`src/rtl/mem_arb_pkg.sv`:
```
// rtl/mem_arb_pkg.sv - tag and grant encodings shared by mem_arbiter and its tag FIFO
package mem_arb_pkg;

  localparam logic TAG_FETCH = 1'b0;
  localparam logic TAG_LOAD  = 1'b1;

  typedef enum logic [1:0] {
    GNT_NONE,
    GNT_FETCH,
    GNT_LOAD,
    GNT_STORE
  } gnt_e;

  function automatic logic is_read(gnt_e g);
    return (g == GNT_FETCH) || (g == GNT_LOAD);
  endfunction

endpackage

```
`src/rtl/arb_tag_fifo.sv`:
```
// rtl/arb_tag_fifo.sv - DEPTH-entry 1-bit in-order tag queue recording which port owns each read
module arb_tag_fifo #(
  parameter int DEPTH = 2
) (
  input  logic clk,
  input  logic reset,
  input  logic push_i,
  input  logic tag_i,
  input  logic pop_i,
  output logic tag_o,
  output logic full_o,
  output logic empty_o
);

  localparam int PW = (DEPTH > 1) ? $clog2(DEPTH) : 1;
  localparam int CW = $clog2(DEPTH) + 1;

  logic [DEPTH-1:0] mem_q, mem_d;
  logic [PW-1:0]    wr_ptr_q, wr_ptr_d;
  logic [PW-1:0]    rd_ptr_q, rd_ptr_d;
  logic [CW-1:0]    count_q, count_d;
  logic             do_push, do_pop;

  assign full_o  = (count_q == CW'(DEPTH));
  assign empty_o = (count_q == '0);
  assign do_push = push_i && !full_o;
  assign do_pop  = pop_i && !empty_o;
  assign tag_o   = mem_q[rd_ptr_q];

  // DEPTH is a power of two, so pointer overflow is the modulo wrap.
  always_comb begin
    mem_d    = mem_q;
    wr_ptr_d = wr_ptr_q;
    rd_ptr_d = rd_ptr_q;
    count_d  = count_q;
    if (do_push) begin
      mem_d[wr_ptr_q] = tag_i;
      wr_ptr_d        = wr_ptr_q + 1'b1;
    end
    if (do_pop) begin
      rd_ptr_d = rd_ptr_q + 1'b1;
    end
    case ({do_push, do_pop})
      2'b10:   count_d = count_q + 1'b1;
      2'b01:   count_d = count_q - 1'b1;
      default: count_d = count_q;
    endcase
  end

  always_ff @(posedge clk) begin
    if (reset) begin
      mem_q    <= '0;
      wr_ptr_q <= '0;
      rd_ptr_q <= '0;
      count_q  <= '0;
    end else begin
      mem_q    <= mem_d;
      wr_ptr_q <= wr_ptr_d;
      rd_ptr_q <= rd_ptr_d;
      count_q  <= count_d;
    end
  end

endmodule

```
`src/rtl/mem_arbiter.sv`:
```
// rtl/mem_arbiter.sv - shares one single-port memory between fetch, load and store ports
// MEM_ARB_RR_EN selects fetch/data round-robin with starvation counters instead of fixed priority.
module mem_arbiter
  import mem_arb_pkg::*;
#(
  parameter int AW     = 32,
  parameter int DEPTH  = 2,
  parameter int STARVE = 8
) (
  input  logic          clk,
  input  logic          reset,
  input  logic          imem_ready,
  input  logic [AW-1:0] imem_addr,
  output logic          imem_valid,
  output logic          imem_rresp,
  output logic [31:0]   imem_rdata,
  input  logic          dmem_rready,
  input  logic [AW-1:0] dmem_raddr,
  output logic          dmem_rvalid,
  output logic          dmem_rresp,
  output logic [31:0]   dmem_rdata,
  input  logic          dmem_wready,
  input  logic [AW-1:0] dmem_waddr,
  input  logic [31:0]   dmem_wdata,
  input  logic [3:0]    dmem_wstrb,
  output logic          dmem_wvalid,
  output logic          mem_ready,
  output logic          mem_we,
  output logic [AW-1:0] mem_addr,
  output logic [31:0]   mem_wdata,
  output logic [3:0]    mem_wstrb,
  input  logic          mem_rresp,
  input  logic [31:0]   mem_rdata
);

  gnt_e gnt;
  logic q_full, q_empty, head_tag;
  logic rd_ok, rsp_ok;
  logic protocol_err_q, protocol_err_d;

  // Full is judged on the registered count only; a same-cycle pop never frees a slot.
  assign rd_ok  = !q_full;
  assign rsp_ok = mem_rresp && !q_empty && !reset;

`ifdef MEM_ARB_RR_EN
  localparam int CW = $clog2(STARVE + 1);

  logic          rr_data_q, rr_data_d;
  logic [CW-1:0] f_cnt_q, f_cnt_d;
  logic [CW-1:0] d_cnt_q, d_cnt_d;
  logic          f_elig, d_elig, f_force, d_force, pick_data;
  gnt_e          data_gnt;

  always_ff @(posedge clk) begin
    if (reset) begin
      rr_data_q <= 1'b0;
      f_cnt_q   <= '0;
      d_cnt_q   <= '0;
    end else begin
      rr_data_q <= rr_data_d;
      f_cnt_q   <= f_cnt_d;
      d_cnt_q   <= d_cnt_d;
    end
  end

  // A starved class wins outright; otherwise the pointer's class goes first and the other fills in.
  always_comb begin
    data_gnt = GNT_NONE;
    if (dmem_wready) begin
      data_gnt = GNT_STORE;
    end else if (dmem_rready && rd_ok) begin
      data_gnt = GNT_LOAD;
    end
    f_elig  = imem_ready && rd_ok;
    d_elig  = (data_gnt != GNT_NONE);
    f_force = f_elig && (f_cnt_q >= CW'(STARVE));
    d_force = d_elig && (d_cnt_q >= CW'(STARVE));
    if (f_force != d_force) begin
      pick_data = d_force;
    end else begin
      pick_data = rr_data_q ? d_elig : !f_elig;
    end
    if (reset) begin
      gnt = GNT_NONE;
    end else if (pick_data) begin
      gnt = data_gnt;
    end else begin
      gnt = f_elig ? GNT_FETCH : GNT_NONE;
    end
  end

  always_comb begin
    rr_data_d = rr_data_q;
    f_cnt_d   = f_cnt_q;
    d_cnt_d   = d_cnt_q;
    if (gnt == GNT_FETCH) begin
      rr_data_d = 1'b1;
    end else if (gnt != GNT_NONE) begin
      rr_data_d = 1'b0;
    end
    if ((gnt == GNT_FETCH) || !imem_ready) begin
      f_cnt_d = '0;
    end else if (f_cnt_q < CW'(STARVE)) begin
      f_cnt_d = f_cnt_q + 1'b1;
    end
    if ((gnt == GNT_LOAD) || (gnt == GNT_STORE) || !(dmem_rready || dmem_wready)) begin
      d_cnt_d = '0;
    end else if (d_cnt_q < CW'(STARVE)) begin
      d_cnt_d = d_cnt_q + 1'b1;
    end
  end
`else
  logic unused_starve;
  assign unused_starve = (STARVE > 0);

  always_comb begin
    if (reset) begin
      gnt = GNT_NONE;
    end else if (dmem_wready) begin
      gnt = GNT_STORE;
    end else if (dmem_rready && rd_ok) begin
      gnt = GNT_LOAD;
    end else if (imem_ready && rd_ok) begin
      gnt = GNT_FETCH;
    end else begin
      gnt = GNT_NONE;
    end
  end
`endif

  always_comb begin
    imem_valid  = (gnt == GNT_FETCH);
    dmem_rvalid = (gnt == GNT_LOAD);
    dmem_wvalid = (gnt == GNT_STORE);
    mem_ready   = (gnt != GNT_NONE);
    mem_we      = (gnt == GNT_STORE);
    mem_addr    = '0;
    mem_wdata   = '0;
    mem_wstrb   = '0;
    case (gnt)
      GNT_FETCH: mem_addr = imem_addr;
      GNT_LOAD:  mem_addr = dmem_raddr;
      GNT_STORE: begin
        mem_addr  = dmem_waddr;
        mem_wdata = dmem_wdata;
        mem_wstrb = dmem_wstrb;
      end
      default: mem_addr = '0;
    endcase
  end

  always_comb begin
    imem_rresp = rsp_ok && (head_tag == TAG_FETCH);
    dmem_rresp = rsp_ok && (head_tag == TAG_LOAD);
    imem_rdata = rsp_ok ? mem_rdata : 32'h0;
    dmem_rdata = rsp_ok ? mem_rdata : 32'h0;
  end

  arb_tag_fifo #(
    .DEPTH (DEPTH)
  ) u_fifo (
    .clk     (clk),
    .reset   (reset),
    .push_i  (is_read(gnt)),
    .tag_i   ((gnt == GNT_LOAD) ? TAG_LOAD : TAG_FETCH),
    .pop_i   (rsp_ok),
    .tag_o   (head_tag),
    .full_o  (q_full),
    .empty_o (q_empty)
  );

  // Sticky record of a response arriving with nothing outstanding.
  always_comb begin
    protocol_err_d = protocol_err_q;
    if (mem_rresp && q_empty) begin
      protocol_err_d = 1'b1;
    end
  end

  always_ff @(posedge clk) begin
    if (reset) begin
      protocol_err_q <= 1'b0;
    end else begin
      protocol_err_q <= protocol_err_d;
    end
  end

endmodule
```
`config.mk`:
```
export PLATFORM = sky130hd
export DESIGN_NAME = mem_arbiter
export DESIGN_NICKNAME = d
export VERILOG_FILES = /design/src/rtl/mem_arb_pkg.sv /design/src/rtl/arb_tag_fifo.sv /design/src/rtl/mem_arbiter.sv
export SDC_FILE = /design/constraint.sdc
export NUM_CORES = 1
export LEC_CHECK = 0
export CORE_AREA = 5 5 117 119
export DETAILED_ROUTE_END_ITERATION = 8
export DIE_AREA = 0 0 122 124
export MAX_ROUTING_LAYER = met4
export PLACE_DENSITY = 0.55
export SLEW_MARGIN = 10
export SYNTH_ARGS = -nofsm -noshare
export SYNTH_HDL_FRONTEND = slang
export SYNTH_SLANG_ARGS = --single-unit
```
`constraint.sdc`:
```
create_clock -name clk -period 3.5 [get_ports clk]
set_input_delay 0.7 -clock clk [delete_from_list [all_inputs] [get_ports clk]]
set_output_delay 0.7 -clock clk [all_outputs]
set_load 0.05 [all_outputs]
```
==> results.py <==
metrics = {
    "pwr": {
        "p_sw_share_pct": 45.78,
        "pwr-share-comb_pct": 83.9,
        "ir_worst_vdd_mv": 0.1373,
        "p_sw_uw": 817.4,
        "p_leak_nw": 2.381,
        "intPower_uw": 967.9,
        "p_clk_share_pct": 10.2,
        "seq_power_share_pct": 5.9,
        "power_density_nw_per_um2": 297.6,
    },
    "grt": {
        "grt.busiest_layer": "met2",
        "grt_start_max_net_pins": 71,
        "antenna_found_initial": 0,
        "met1_usage_pct": 13.94,
        "grt_pass1_wl_mm": 15.97,
        "use_met2_pct": 26.62,
        "grtUsageMet3_pct": 3.224,
        "grt_overflow": 0,
        "grt_pass1_vias": 2952,
        "grt_util_all_layers_pct": 13.86,
    },
    "worst_setup_path": {
        "startpoint_type": "input port",
        "slowest_delay_ns": 0.51,
        "worstPathArrival_ns": 2.69,
        "crit_chain": "clkdlybuf4s50_1, a21oi_1, or2_2, ha_1, buf_12, a222oi_1, nor2_1, buf_12",
        "cpMostUsedCell": "buf_12",
        "crit_fanout": 31,
        "required_ns": 2.80,
        "worstSetupPathType": "in -> out",
        "cpMaxStageDelayCell": "clkdlybuf4s50_1",
        "endpoint_kind": "output port",
    },
    "floorplanning": {
        "rows": 41,
        "coreArea_um2": 12470,
        "die_w_um": 122,
        "start_util_pct": 12.73,
        "dieArea_um2": 15130,
        "fp.dieH_um": 124,
        "io_pins": 309,
    },
    "sta": {
        "period_share_pct": 96.94,
        "fin_ws_ns": 0.1072,
        "fin_crit_ns": 3.393,
        "setup_viol": 0,
        "drv_slew": 0,
        "fin_worst_skew_ns": 0.004000,
        "worst_hold_slack_ns": 0.4760,
        "max_clock_freq_ghz": 0.2947,
        "hold_viol": 0,
        "tightest_slew_ns": 0.4919,
        "rsz0062_at_grt": "yes",
        "relSlewSlack_pct": 67.11,
    },
    "synthesis": {
        "synthesis.nets": 405,
        "synth_area_leaders": "and2_1, a222oi_1, buf_4",
        "synth.distinct_cells": 24,
        "yosys_register_bits": 6,
        "yosys.area.top_type": "and2_1",
        "yosys_warnings": 0,
        "synth_top_area_share_pct": 27.21,
        "syn_area_per_cell_um2": 6.868,
        "syn-cell-area_um2": 1587,
        "synthCells": 231,
        "yosysSeqAreaShare_pct": 7.571,
    },
    "drt": {
        "postRouteAntennaNets": 0,
        "first_pass_iters": 5,
        "routed_wl_mm": 11.84,
        "via_per_inst": 4.244,
        "drc_errors": 0,
        "first_iter_violations": 170,
        "vias": 2835,
        "avgRoutedWirePerCell_um": 17.73,
    },
    "clock_tree": {
        "ctsHtreeMaxLevel": 1,
        "root_buffer": "clkbuf_16",
        "clock_latency_ns": 0.23,
        "postCtsSetupBuffers": 0,
        "postCtsHoldBufs": 0,
        "cts_buffers": 3,
        "cts_buffer_depth": 2,
        "post_cts_resized": 0,
        "cts_tree": "built",
        "clkSinkCount": 6,
        "clk_pin_slew_ns": 0.04,
    },
    "final_layout": {
        "stdcell_area_um2": 6000,
        "layout_common_cells": "clkdlybuf4s50_1, buf_12, and2_1",
        "num_antenna_cells": 0,
        "drive_gt1_share_pct": 30.85,
        "synthToLayoutAreaGrowth_pct": 278.2,
        "filler_cell_count": 1140,
        "final_util_pct": 48.13,
        "final_common_cell": "clkdlybuf4s50_1",
        "fin_nets": 672,
    },
    "placement": {
        "portBuffers": 308,
        "post-dp-hpwl_mm": 10.63,
        "pre_cts_slack_ns": 0.1341,
        "dpl-instance-area_um2": 5924,
        "place.gp.congestion": 0.8194,
    },
    "outcome": {
        "status": "finished, final reports clean",
    },
    "hold_path": {
        "hp-class": "reg -> reg",
    },
    "job": {
        "maxCapViolCount": 0,
    },
}
layer usage:
layer  up-vias  part of all wire, %
li1       1319                    -
met1      1265                   33
met2       231                   54
met3        20                   11
met4         0                  2.6
met5         -                    0
final cells by class:
class | count | area, um2 | share of cell area, %
repair buffers | 317 | 4457 | 74.29
multi-input cells | 168 | 1125 | 18.75
well taps | 172 | 215.2 | 3.587
flip-flops and latches | 6 | 120.1 | 2.002
clock buffers | 3 | 75.07 | 1.251
inverters | 2 | 7.507 | 0.1251
synthesized netlist by cell type:
cell,instances
a21oi_1,3
a222oi_1,32
a31oi_1,1
and2_1,69
buf_2,9
buf_4,33
clkbuf_1,13
dfxtp_1,6
ha_1,4
inv_1,2
mux2i_1,3
nand2b_1,5
nor2_1,36
nor2_2,1
nor2b_1,2
nor3_1,1
nor3b_1,1
o21ai_0,2
o21ai_1,1
or2_1,1
or2_2,1
or3_1,2
xnor2_1,1
xor2_1,2
stage by stage:
stage / setup TNS [ns] / power (mW) / std cells
6_report: 0 / 1.785 / 668
5_1_grt: -0.01511 / 1.857 / 668
4_1_cts: 0 / 1.804 / 668
3_5_place_dp: 0 / 1.615 / 665
3_3_place_gp: 0 / 1.603 / 665
2_1_floorplan: 0 / 0.8269 / 231
power groups by stage:
stage / logic, mW / registers [mW] / clock network [mW]
global placement: 1.50 / 0.103 / 0
floorplan: 0.726 / 0.101 / 0
finish: 1.50 / 0.105 / 0.183
detailed placement: 1.51 / 0.106 / 0
global route: 1.56 / 0.109 / 0.192
CTS: 1.51 / 0.105 / 0.186
worst paths after layout:
path	slack (ns)	startpoint	cells after the start	end
setup / recovery	0.11	dmem_rready	8	mem_addr[14]
hold / removal	0.48	u_fifo.mem_q[1]$_SDFFE_PP0P_	2	u_fifo.mem_q[1]$_SDFFE_PP0P_
setup reg to reg	1.14	u_fifo.count_q[0]$_SDFFE_PP0P_	8	u_fifo.count_q[1]$_SDFFE_PP0P_
hold reg to reg	0.48	u_fifo.mem_q[1]$_SDFFE_PP0P_	2	u_fifo.mem_q[1]$_SDFFE_PP0P_
cell families (layout without fill, tap and decap cells):
group                    count (synthesis)  after routing  share of synthesized area [%]
flip-flops                               6              6                          7.571
buffers and inverters                   57            322                          22.00
AO/OA/AOI/OAI                           39             39                          22.48
AND/OR/NAND/NOR                        119            119                          41.25
multiplexers                             3              3                          1.893
adder cells (fa/ha/maj)                  4              4                          3.155
XOR/XNOR                                 3              3                          1.656
worst max-delay path: cells and delay by family:
| kind | cells | cell delay [ns] |
|---|---|---|
| adders and majority gates | 1 | 0.23 |
| AOI/OAI and AO/OA | 2 | 0.44 |
| and+or+nand+nor | 2 | 0.43 |
| buffers and inverters | 3 | 0.86 |
registers in the layout, indices dropped and copies added, names as in the netlist:
register and count:
u_fifo.wr_ptr_q 1, u_fifo.count_q 2, u_fifo.rd_ptr_q 1, u_fifo.mem_q 2
No activity file was read; power rests on OpenSTA's default activity.
